<file path="src/rtl/serial_addsub_mux.sv">
// Bit-serial WIDTH-bit adder/subtractor: operands are loaded in parallel and
// streamed LSB-first through one mux-based full-adder cell with a carry flip-flop.
module serial_addsub_mux #(
    parameter int WIDTH = 8
) (
    input  logic             clk,
    input  logic             rst,
    input  logic             start,
    input  logic             sub,
    input  logic [WIDTH-1:0] a_in,
    input  logic [WIDTH-1:0] b_in,
    output logic             busy,
    output logic             done,
    output logic [WIDTH-1:0] result,
    output logic             cout,
    output logic             overflow
);

    localparam int CNT_W = (WIDTH > 2) ? $clog2(WIDTH) : 1;

    typedef enum logic [1:0] {
        IDLE  = 2'd0,
        SHIFT = 2'd1,
        DONE  = 2'd2
    } state_t;

    state_t             state_q;
    logic [WIDTH-1:0]   a_sr_q;
    logic [WIDTH-1:0]   b_sr_q;
    logic [WIDTH-2:0]   res_sr_q;
    logic [WIDTH-1:0]   result_q;
    logic [CNT_W-1:0]   cnt_q;
    logic               sub_q;
    logic               carry_q;
    logic               c_msb_q;
    logic               cout_q;
    logic               overflow_q;

    logic               b_eff;
    logic               prop;
    logic               fa_s;
    logic               fa_c;
    logic [WIDTH-1:0]   res_sr_d;

    // Mux-based full adder: the propagate bit selects between carry and its
    // inverse for the sum, and between carry-in and the A bit for carry-out.
    assign b_eff    = b_sr_q[0] ^ sub_q;
    assign prop     = a_sr_q[0] ^ b_eff;
    assign fa_s     = prop ? ~carry_q : carry_q;
    assign fa_c     = prop ? carry_q : a_sr_q[0];

    // Only the upper WIDTH-1 result bits need storing; the newest sum bit is
    // merged in combinationally so the final edge can load the full result.
    assign res_sr_d = {fa_s, res_sr_q};

    // NOTE: all sequential state uses non-blocking assignments so every
    // register samples the pre-edge values, and the datapath registers are
    // cleared by reset too, so an aborted operation leaves nothing behind.
    always_ff @(posedge clk or posedge rst) begin
        if (rst) begin
            state_q    <= IDLE;
            a_sr_q     <= '0;
            b_sr_q     <= '0;
            res_sr_q   <= '0;
            result_q   <= '0;
            cnt_q      <= '0;
            sub_q      <= 1'b0;
            carry_q    <= 1'b0;
            c_msb_q    <= 1'b0;
            cout_q     <= 1'b0;
            overflow_q <= 1'b0;
        end else begin
            case (state_q)
                IDLE: begin
                    if (start) begin
                        a_sr_q  <= a_in;
                        b_sr_q  <= b_in;
                        sub_q   <= sub;
                        carry_q <= sub;
                        cnt_q   <= '0;
                        state_q <= SHIFT;
                    end
                end
                SHIFT: begin
                    a_sr_q   <= a_sr_q >> 1;
                    b_sr_q   <= b_sr_q >> 1;
                    res_sr_q <= res_sr_d[WIDTH-1:1];
                    carry_q  <= fa_c;
                    cnt_q    <= cnt_q + CNT_W'(1);
                    if (cnt_q == CNT_W'(WIDTH - 2)) begin
                        c_msb_q <= fa_c;
                    end
                    if (cnt_q == CNT_W'(WIDTH - 1)) begin
                        // c_msb_q holds the carry into the MSB, fa_c the carry out.
                        result_q   <= res_sr_d;
                        cout_q     <= fa_c;
                        overflow_q <= fa_c ^ c_msb_q;
                        state_q    <= DONE;
                    end
                end
                DONE: begin
                    state_q <= IDLE;
                end
                default: begin
                    state_q <= IDLE;
                end
            endcase
        end
    end

    assign busy     = (state_q == SHIFT);
    assign done     = (state_q == DONE);
    assign result   = result_q;
    assign cout     = cout_q;
    assign overflow = overflow_q;

endmodule
</file>
<file path="config.mk">
export PLATFORM = sky130hd
export DESIGN_NAME = serial_addsub_mux
export DESIGN_NICKNAME = d
export VERILOG_FILES = /design/src/rtl/serial_addsub_mux.sv
export SDC_FILE = /design/constraint.sdc
export NUM_CORES = 1
export LEC_CHECK = 0
export BUFFER_PORTS_ARGS = -buffer_cell sky130_fd_sc_hd__buf_2
export CAP_MARGIN = 30
export CELL_PAD_IN_SITES_DETAIL_PLACEMENT = 1
export CELL_PAD_IN_SITES_GLOBAL_PLACEMENT = 1
export CORE_MARGIN = 1.5
export CORE_UTILIZATION = 47
export DETAILED_ROUTE_END_ITERATION = 10
export HOLD_SLACK_MARGIN = 0.05
export PLACE_DENSITY = 0.87
export SYNTH_ARGS = -nofsm -noshare
export SYNTH_HDL_FRONTEND = slang
export SYNTH_SLANG_ARGS = --single-unit
</file>
<file path="constraint.sdc">
create_clock -name clk -period 3.6 [get_ports clk]
set_clock_uncertainty 0.05 [all_clocks]
set_input_delay 0.72 -clock clk [delete_from_list [all_inputs] [get_ports clk]]
set_output_delay 0.72 -clock clk [all_outputs]
set_load 0.05 [all_outputs]
</file>
==> results of run 1 <==
## cell families after synthesis
kind of cell | count (synthesis) | share of synthesized area, %
simple gates | 49 | 11.8
flops | 41 | 55.4
compound gates | 24 | 8.38
mux | 24 | 14.7
buf+inv | 13 | 5.20
xor+xnor | 4 | 1.89
fa+ha+maj | 4 | 2.64
## worst paths after layout
kind	from	end	slack [ns]	depth (start not counted)
max reg2reg	state_q[1]	result[4]	1.33	4
min reg2reg	b_sr_q[5]	b_sr_q[4]	0.43	2
max	state_q[1]	busy	0.79	3
min	b_sr_q[5]	b_sr_q[4]	0.43	2
min in group asynchronous	rst	b_sr_q[4]	0.49	3
max in group asynchronous	rst	b_sr_q[1]	2.64	3
## power breakdown
group	leakage [nW]	switching (mW)	total, mW	internal [mW]
Clock	0.0439	0.161	0.295	0.134
Combinational	0.467	0.575	0.873	0.299
Sequential	0.526	0.124	0.774	0.650
## synthesized netlist by cell type (all sizes together), types with 2 or more instances
| cell type | count | area (µm²) |
|---|---|---|
| o21ai | 21 | 131 |
| nand2 | 43 | 169 |
| nor3b | 2 | 26.3 |
| xor2 | 2 | 17.5 |
| buf | 9 | 76.3 |
| mux2i | 14 | 140 |
| dfrtp | 41 | 1030 |
| ha | 3 | 37.5 |
| xnor2 | 2 | 17.5 |
| mux2 | 10 | 131 |
| inv | 3 | 11.3 |
## per-layer routing
| metal | GRT usage [%] | up-vias | wire, µm |
|---|---|---|---|
| li1 | - | 590 | - |
| met1 | 23.2 | 581 | 1580 |
| met5 | 0 | - | 0 |
| met4 | 7.55 | 0 | 48 |
| met3 | 5.28 | 5 | 143 |
| met2 | 34.6 | 26 | 1890 |
## per-stage QoR
stage / hold WS, ns / cell area (µm²)
floorplan: 0.396 / 1850
global placement: 0.407 / 2010
detailed placement: 0.416 / 2010
CTS: 0.433 / 2090
global route: 0.460 / 2090
finish: 0.430 / 2090
## cell type report
| class | instances | area, µm² |
|---|---|---|
| clock buffers | 5 | 68.8 |
| clock inverters | 3 | 17.5 |
| well taps | 48 | 60.1 |
| multi-input cells | 105 | 729 |
| repair buffers | 33 | 170 |
| flip-flops and latches | 41 | 1030 |
| inverters | 4 | 20.0 |
| fillers | 418 | 1620 |
## flip-flops by register name, summed over array words and instances, names as in the netlist
name      flops
sub_q         1
overflow      1
state_q       2
result        8
cnt_q         3
c_msb_q       1
carry_q       1
cout          1
res_sr_q      7
b_sr_q        8
a_sr_q        8
## critical path: stages (launching register included)
cell and delay, ns:
sky130_fd_sc_hd__dfrtp_1 0.42, sky130_fd_sc_hd__nand2b_1 0.55, sky130_fd_sc_hd__clkinv_4 0.43, sky130_fd_sc_hd__buf_2 0.34
## cell usage in the layout, fill, tap and decap left out, types with 2 or more instances in the layout
cell type	Yosys	final
sky130_fd_sc_hd__o21ai_0	9	9
sky130_fd_sc_hd__clkbuf_8	0	5
sky130_fd_sc_hd__buf_2	4	31
sky130_fd_sc_hd__xnor2_1	2	2
sky130_fd_sc_hd__mux2_2	5	5
sky130_fd_sc_hd__o21ai_1	5	5
sky130_fd_sc_hd__ha_1	3	3
sky130_fd_sc_hd__nand2_1	42	42
sky130_fd_sc_hd__xor2_1	2	2
sky130_fd_sc_hd__buf_4	0	2
sky130_fd_sc_hd__mux2i_1	14	14
sky130_fd_sc_hd__mux2_4	5	5
sky130_fd_sc_hd__clkinv_2	0	2
sky130_fd_sc_hd__o21ai_2	7	7
sky130_fd_sc_hd__inv_1	3	3
sky130_fd_sc_hd__dfrtp_1	41	41
==> reports/results.ini, run 1 <==
[floorplanning]
die-area_mm2=0.00433
die-height_um=65.8
initial_utilization_pct=49.8
width_of_the_die_um=65.8
floorplan_core_area_mm2=0.00372
floorplan.io_pins=32
placement_rows=22

[finish]
finish.net_count=213
finalCoreUtilization_pct=56.3
final_cells=239
drive_above_1_share_pct=32.5
antenna_cells_inserted=0
synthToLayoutAreaGrowth_pct=13.0

[clocking]
clk-insertion-delay-late_ns=0.30
post_cts.resized_instances=0
cts_hold_repair.buffers=0
cts_htree_levels=2
worst_setup_hold_path_clk_slew_ns=0.08
tritoncts_buffers=5
cts.path.max_buffers=2
numClockSinks=41
post-cts-setup-buffer-count=0
cts_tree=yes
cts_root_buffer=sky130_fd_sc_hd__clkbuf_8

[routing]
vias_per_cell=5.03
drcViolationCount=0
wirelength_um=3660
final_antenna_net_count=0
routed_wire_length_per_instance_um=15.3
detail_route.iter0.violations=50
drt_pass1_iterations=4
num_vias=1202

[sta]
grt_setup_unrepaired=false
timing.max_slew.rel_slack_pct=48.5
final_min_period_over_clock_period_pct=78.2
tmin_final_ns=2.81
final_worst_slack_ns=0.786
setup_total_negative_slack_ns=0
final_report_setup_violation_count=0
timing_hold_violations_final=0
fmax_ghz=0.355
timing_worst_slew_pin_value_ns=0.772
drv_slew=0

[critical_path]
setup.worst_path.start_class=register
critical_path_peak_fanout=41
timing.setup.critical_path_class=register to output port
worst_setup_path_end_kind=output port
cp.arrival_ns=2.04
timing.critical_path.required_ns=2.83

[flow_run]
drv_cap=0

[logic_synthesis]
ys.flop_type=sky130_fd_sc_hd__dfrtp_1
netlist_area_mm2=0.00185
synth_enable_flop_cells=0
synth.ff_latch_count=41
asyncSetResetFlopFracSynth_pct=100
synthDistinctLibCells=26
synth.yosys.seq_area_share_pct=55.4
yosys_warnings=0
postSynthCellCount=159
synth_fp_nets=182
synth.avg_cell_area_um2=11.6

[placement]
total_placed_cells_including_tap_cells=231
gp_congestion=0.695
port_buffers=31
place_hpwl_um=2640
dp_slack_ns=1.06

[power_and_ir_drop]
power_density_of_the_placed_cells_mw_per_mm2=929
static-leakage-power_nw=1.04
max_rail_drop_vdd_mv=0.307
report.power.total_mw=1.94

[global_routing]
grt.total_usage_pct=19.8
first_global_vias=1302
grt_pass1_wl_um=6220
grt-ovfl-total=0
antenna_found_initial=0
grt_max_degree=42

[worst_hold_path]
hp-class=register to register

[status]
run_status=completed

Power figures use the tool's default switching activity.
==> run 2: changes to the inputs <==
Settings changed: CORE_UTILIZATION 47 to 39, PLACE_DENSITY 0.87 to 0.77.
Clock period 3.6 ns to 2.4 ns, I/O delays scaled along.
==> reports/results.ini, run 2 (synthesis gave the netlist of run 1 again) <==
[sta]
final_report_setup_violation_count=0  ; unchanged
finalHoldWorstSlack_ns=0.248  ; -0.182 ns
fmax_ghz=0.481
timing_hold_violations_final=0  ; unchanged
tmin_final_ns=2.08
timing.max_slew.rel_slack_pct=65.3  ; +17 points
final_min_period_over_clock_period_pct=86.6
final_worst_slack_ns=0.322  ; -0.464 ns
timing_worst_slew_pin_value_ns=0.521  ; -0.251 ns
setup_total_negative_slack_ns=0  ; unchanged
grt_setup_unrepaired=false
drv_slew=0  ; unchanged

[clocking]
numClockSinks=41  ; unchanged
cts_tree=yes
cts.path.max_buffers=2  ; unchanged
post-cts-setup-buffer-count=0  ; unchanged
post_cts.resized_instances=0  ; unchanged
tritoncts_buffers=5  ; unchanged
cts_htree_levels=2  ; unchanged
worst_setup_hold_path_clk_slew_ns=0.08  ; about the same
clk-insertion-delay-late_ns=0.30  ; about the same
cts_root_buffer=sky130_fd_sc_hd__clkbuf_8
cts_hold_repair.buffers=0  ; unchanged

[finish]
total_area_of_multi_input_combinational_cells_um2=729  ; unchanged
drive_above_1_share_pct=32.3  ; -0.17 points
fin_area_mm2=0.00213  ; +2.0%
finish.net_count=214  ; +0.47%
antenna_cells_inserted=0  ; unchanged
most_common_library_cell_in_the_layout_ignoring_fill_and_taps=sky130_fd_sc_hd__nand2_1
seqCellArea_mm2=0.00103  ; unchanged
most_used_cells_in_the_layout_excluding_fill_and_tap_cells=42 x sky130_fd_sc_hd__nand2_1, 41 x sky130_fd_sc_hd__dfrtp_1, 31 x sky130_fd_sc_hd__buf_2, 14 x sky130_fd_sc_hd__mux2i_1, 9 x sky130_fd_sc_hd__o21ai_0
synthToLayoutAreaGrowth_pct=15.3
fillCellCount=514  ; +23%

[worst_hold_path]
hp-class=primary input to async pin

[power_and_ir_drop]
max_rail_drop_vdd_mv=0.621  ; +100%
static-leakage-power_nw=1.06  ; +1.9%
power_density_of_the_placed_cells_mw_per_mm2=1430  ; +54%

[global_routing]
grt_max_degree=42  ; unchanged
global_route.usage.met1_pct=18.7  ; -4.5 points
most_used_routing_layer_in_global_routing=met2
grt-ovfl-total=0  ; unchanged
first_global_vias=1326  ; +1.8%
grt.total_usage_pct=16.1  ; -3.7 points
grt_pass1_wl_um=6350  ; +2.1%
met2_usage_pct=27.7  ; -6.9 points
antenna_found_initial=0  ; unchanged
grtUsageMet3_pct=5.56  ; +0.27 points

[critical_path]
setup.worst_path.start_class=register
path_cells=nand2b_1 -> clkinv_4 -> buf_2
timing.critical_path.required_ns=1.87  ; -0.96 ns
timing.setup.critical_path_class=register to output port
worst_setup_path_end_kind=output port
timing.critical_path.slowest_cell_delay_ns=0.41  ; -0.14 ns
critical_path_peak_fanout=41  ; unchanged
cp.arrival_ns=1.55  ; -0.49 ns
critical-path-slowest-cell=sky130_fd_sc_hd__dfrtp_1

[placement]
dp_slack_ns=0.639  ; -0.423 ns
gp_congestion=0.718  ; +3.3%
detailed_place.area_mm2=0.00202  ; +0.62%
place_hpwl_um=2480  ; -6.3%
port_buffers=31  ; unchanged

[routing]
detail_route.iter0.violations=63  ; +26%
drt_pass1_iterations=2  ; -2
routed_wire_length_per_instance_um=14.7  ; -3.8%
num_vias=1256  ; +4.5%
drcViolationCount=0  ; unchanged
wirelength_um=3590  ; -1.8%
final_antenna_net_count=0  ; unchanged
vias_per_cell=5.15  ; +2.4%

[floorplanning]
width_of_the_die_um=71.9  ; +9.3%
floorplan.io_pins=32  ; unchanged
die-area_mm2=0.00517  ; +20%
floorplan_core_area_mm2=0.00447  ; +20%
initial_utilization_pct=41.4  ; -8.4 points
placement_rows=24  ; +9.1%
die-height_um=71.9  ; +9.3%

[status]
run_status=completed

[flow_run]
drv_cap=0  ; unchanged

[run 2: cell count changes in the layout (fill, tap and decap cells not counted), sizes merged]
| cell | before | now |
|---|---|---|
| clkbuf | 5 | 7 |
| clkinv | 3 | 1 |
| bufinv | 0 | 1 |
| buf | 33 | 34 |
| clkinvlp | 1 | 0 |
[run 2: routing by layer]
layer / part of all wire [%] / wire [µm]
met5: 0 / 0
met2: 50 / 1790
met4: 1.4 / 52
met1: 43 / 1560
met3: 5.3 / 192
[run 2: per-stage QoR]
stage / utilization [%] / total power, mW / std cells
final: 47.7 / 3.05 / 244
after global routing: 47.7 / 3.27 / 244
after CTS: 47.7 / 3.10 / 244
after detailed placement: 45.1 / 2.51 / 236
after global placement: 45.1 / 2.41 / 236
after floorplan: - / 2.26 / 159
[run 2: where the power goes]
part           leakage, nW  internal, mW  switching, mW
Clock               0.0585         0.339          0.238
Sequential           0.526         0.976          0.182
Combinational        0.472         0.459          0.856
Total                 1.06          1.77           1.28
[run 2: cell type report]
class	count	area share, %
clock inverter	1	1.41
tap	52	3.05
clock buffer	7	4.04
timing repair buffer	34	8.32
inverter	4	0.938
multi-input combinational	105	34.2
sequential	41	48.1
[run 2: critical path, delay by kind of cell, from the launching register on]
family,cells,cell delay [ns]
buf+inv,2,0.59
flops,1,0.41
simple gates,1,0.21
[run 2: path summary, 6_finish.rpt]
path / end / slack [ns] / depth (start not counted) / start
setup reg to reg: result[6] / 0.70 / 4 / state_q[1]
min in group clk: a_sr_q[7] / 0.34 / 3 / a_in[7]
hold reg to reg: result[7] / 0.44 / 2 / result[7]
max in group asynchronous: a_sr_q[6] / 1.70 / 3 / rst
setup / recovery: busy / 0.32 / 3 / state_q[1]
hold / removal: b_sr_q[3] / 0.25 / 3 / rst
==> run 3: changes to the inputs <==
Settings changed: ABC_AREA set to 1, CORE_UTILIZATION 39 to 37, SLEW_MARGIN set to 25.
==> reports/results.ini, run 3 <==
[critical_path]
ff2ff_path_depth=5  ; +1
critical_path_peak_fanout=25  ; -39%
cp.arrival_ns=1.40  ; -0.15 ns
crit_family=flip-flops
bufs_and_invs_on_worst_path=1  ; -1
critical-path-slowest-cell=sky130_fd_sc_hd__dfrtp_1
crit-reg2reg-launch=state_q[1]
path_cells=nor2_8 -> buf_2
setup.worst_path.start_class=register
critical_path_depth=2  ; -1
crit_path_start=state_q[1]
timing.critical_path.required_ns=1.87  ; about the same
timing.critical_path.slowest_cell_delay_ns=0.44  ; +0.03 ns
timing.setup.critical_path_class=register to output port
worst_setup_path_end_kind=output port

[clocking]
post-cts-setup-buffer-count=0  ; unchanged
numClockSinks=41  ; unchanged
tritoncts_buffers=5  ; unchanged
clk-insertion-delay-late_ns=0.28  ; -0.02 ns
worst_setup_hold_path_clk_slew_ns=0.07  ; about the same
cts_htree_levels=2  ; unchanged
cts_root_buffer=sky130_fd_sc_hd__clkbuf_8
cts_hold_repair.buffers=0  ; unchanged
post_cts.resized_instances=0  ; unchanged
cts_tree=yes
cts.path.max_buffers=2  ; unchanged

[flow_run]
drv_cap=0  ; unchanged

[sta]
grt_setup_unrepaired=false
tmin_final_ns=1.93  ; -0.144 ns
timing.max_slew.rel_slack_pct=64.9  ; -0.37 points
timing_worst_slew_pin_value_ns=0.526  ; +0.00551 ns
drv_slew=0  ; unchanged
final_report_setup_violation_count=0  ; unchanged
fmax_ghz=0.517  ; +7.4%
final_min_period_over_clock_period_pct=80.6  ; -6.0 points
setup_total_negative_slack_ns=0  ; unchanged
timing_hold_violations_final=0  ; unchanged

[logic_synthesis]
synthDistinctLibCells=22  ; -15%
synth_enable_flop_cells=0  ; unchanged
netlist_area_mm2=0.00185  ; -0.34%
post_synth_most_frequent_cells=67 x sky130_fd_sc_hd__nand2_1, 41 x sky130_fd_sc_hd__dfrtp_1, 26 x sky130_fd_sc_hd__o21ai_0
yosys_warnings=0  ; unchanged
synth.ff_latch_count=41  ; unchanged
synth.yosys.seq_area_share_pct=55.6  ; +0.19 points
synth_fp_nets=234  ; +29%
synth.avg_cell_area_um2=8.75  ; -25%
asyncSetResetFlopFracSynth_pct=100  ; unchanged
postSynthCellCount=211  ; +33%
synth_area_leaders=sky130_fd_sc_hd__dfrtp_1 56%, sky130_fd_sc_hd__nand2_1 14%, sky130_fd_sc_hd__o21ai_0 7.1%, sky130_fd_sc_hd__inv_1 4.5%, sky130_fd_sc_hd__nor2_1 2.6%
most_instantiated_library_cell_after_synthesis=sky130_fd_sc_hd__nand2_1
netlist.area_leader.share_pct=55.6  ; +0.19 points
yosys.area.top_type=sky130_fd_sc_hd__dfrtp_1
ys.flop_type=sky130_fd_sc_hd__dfrtp_1

[placement]
gp_congestion=0.728  ; +1.4%
place_hpwl_um=2730  ; +10%
port_buffers=31  ; unchanged

[finish]
synthToLayoutAreaGrowth_pct=14.4
antenna_cells_inserted=0  ; unchanged
fillCellCount=590  ; +15%
most_common_library_cell_in_the_layout_ignoring_fill_and_taps=sky130_fd_sc_hd__nand2_1
most_used_cells_in_the_layout_excluding_fill_and_tap_cells=67 x sky130_fd_sc_hd__nand2_1, 41 x sky130_fd_sc_hd__dfrtp_1, 31 x sky130_fd_sc_hd__buf_2, 26 x sky130_fd_sc_hd__o21ai_0, 22 x sky130_fd_sc_hd__inv_1
drive_above_1_share_pct=19.5  ; -13 points
finish.net_count=265  ; +24%

[routing]
final_antenna_net_count=0  ; unchanged
routed_wire_length_per_instance_um=12.4  ; -16%
drt_pass1_iterations=4  ; +2
num_vias=1442  ; +15%
drcViolationCount=0  ; unchanged
vias_per_cell=4.68  ; -9.0%
wirelength_um=3820  ; +6.4%
detail_route.iter0.violations=74  ; +17%

[global_routing]
grt_pass1_wl_um=6590  ; +3.8%
antenna_found_initial=0  ; unchanged
grt.total_usage_pct=16.2  ; +0.082 points
grt-ovfl-total=0  ; unchanged
first_global_vias=1452  ; +9.5%
grt_max_degree=42  ; unchanged

[power_and_ir_drop]
static-leakage-power_nw=1.10  ; +4.3%
max_rail_drop_vdd_mv=0.404  ; -35%
power_density_of_the_placed_cells_mw_per_mm2=1410  ; -0.97%
report.power.total_mw=2.99  ; -2.0%

[floorplanning]
floorplan.io_pins=32  ; unchanged
die-area_mm2=0.00542  ; +4.8%
placement_rows=25  ; +4.2%
initial_utilization_pct=38.8  ; -2.6 points
width_of_the_die_um=73.6  ; +2.4%
die-height_um=73.6  ; +2.4%
floorplan_core_area_mm2=0.00475  ; +6.3%

[status]
run_status=completed

[worst_hold_path]
hp-class=primary input to async pin

[run 3: changes by cell type after synthesis, sizes merged, moves of 5 or more]
cell	before	now
nor3	0	8
mux2i	14	0
nand2	43	69
nand3	1	7
mux2	10	0
o21ai	21	26
inv	3	25
a211oi	0	6
nor2	0	14
[run 3: cell type report]
class                      count  area (µm²)  share of cell area (%)
sequential                    41        1030                    48.6
multi-input combinational    137         669                    31.7
timing repair buffer          32         163                    7.70
inverter                      25        96.3                    4.56
tap                           67        83.8                    3.97
clock buffer                   5        68.8                    3.26
clock inverter                 1        5.00                   0.237
[run 3: routing by layer]
metal	GRT usage, %	share of wire (%)	vias up
met2	26.8	49	15
met3	4.53	2.2	2
li1	-	-	726
met1	19.9	48	699
met4	6.17	1.1	0
met5	0	0	-
[run 3: worst reg2reg max path, delay by kind of cell (launching register included)]
kind                   cells  cell delay, ns
AO/OA/AOI/OAI              1            0.22
buffers and inverters      2            0.35
AND/OR/NAND/NOR            2            0.52
flip-flops                 1            0.44
[run 3: kinds of logic (layout without fill, tap and decap cells)]
group / after synthesis / in the layout / share of synthesized area [%]
AOI/OAI and AO/OA: 36 / 36 / 11.6
DFF: 41 / 41 / 55.6
buffers and inverters: 33 / 63 / 8.14
adders and majority gates: 3 / 3 / 2.03
and+or+nand+nor: 98 / 98 / 22.6
[run 3: per-stage QoR]
step | cells | hold slack, ns | area [µm²] | util, % | setup WS [ns]
final | 308 | 0.264 | 2110 | 44.4 | 0.466
after global routing | 308 | 0.288 | 2110 | 44.4 | 0.388
after CTS | 308 | 0.279 | 2110 | 44.4 | 0.439
after detailed placement | 302 | 0.411 | 2040 | 42.9 | 0.707
after global placement | 302 | 0.408 | 2040 | 42.9 | 0.746
after floorplan | 211 | 0.392 | 1850 | - | 0.713
[run 3: path summary, 6_finish.rpt]
| path | end | slack, ns |
|---|---|---|
| worst max-delay path | busy | 0.47 |
| worst min-delay path | a_sr_q[3] | 0.26 |
| worst max register to register | a_sr_q[4] | 0.72 |
| worst min register to register | cout | 0.43 |
| max in group asynchronous | state_q[1] | 1.68 |
| min in group clk | a_sr_q[7] | 0.36 |
[run 3: power by group]
part,switching [mW],internal [mW]
registers,0.155,1.00
logic,1.01,0.413
clock network,0.218,0.191
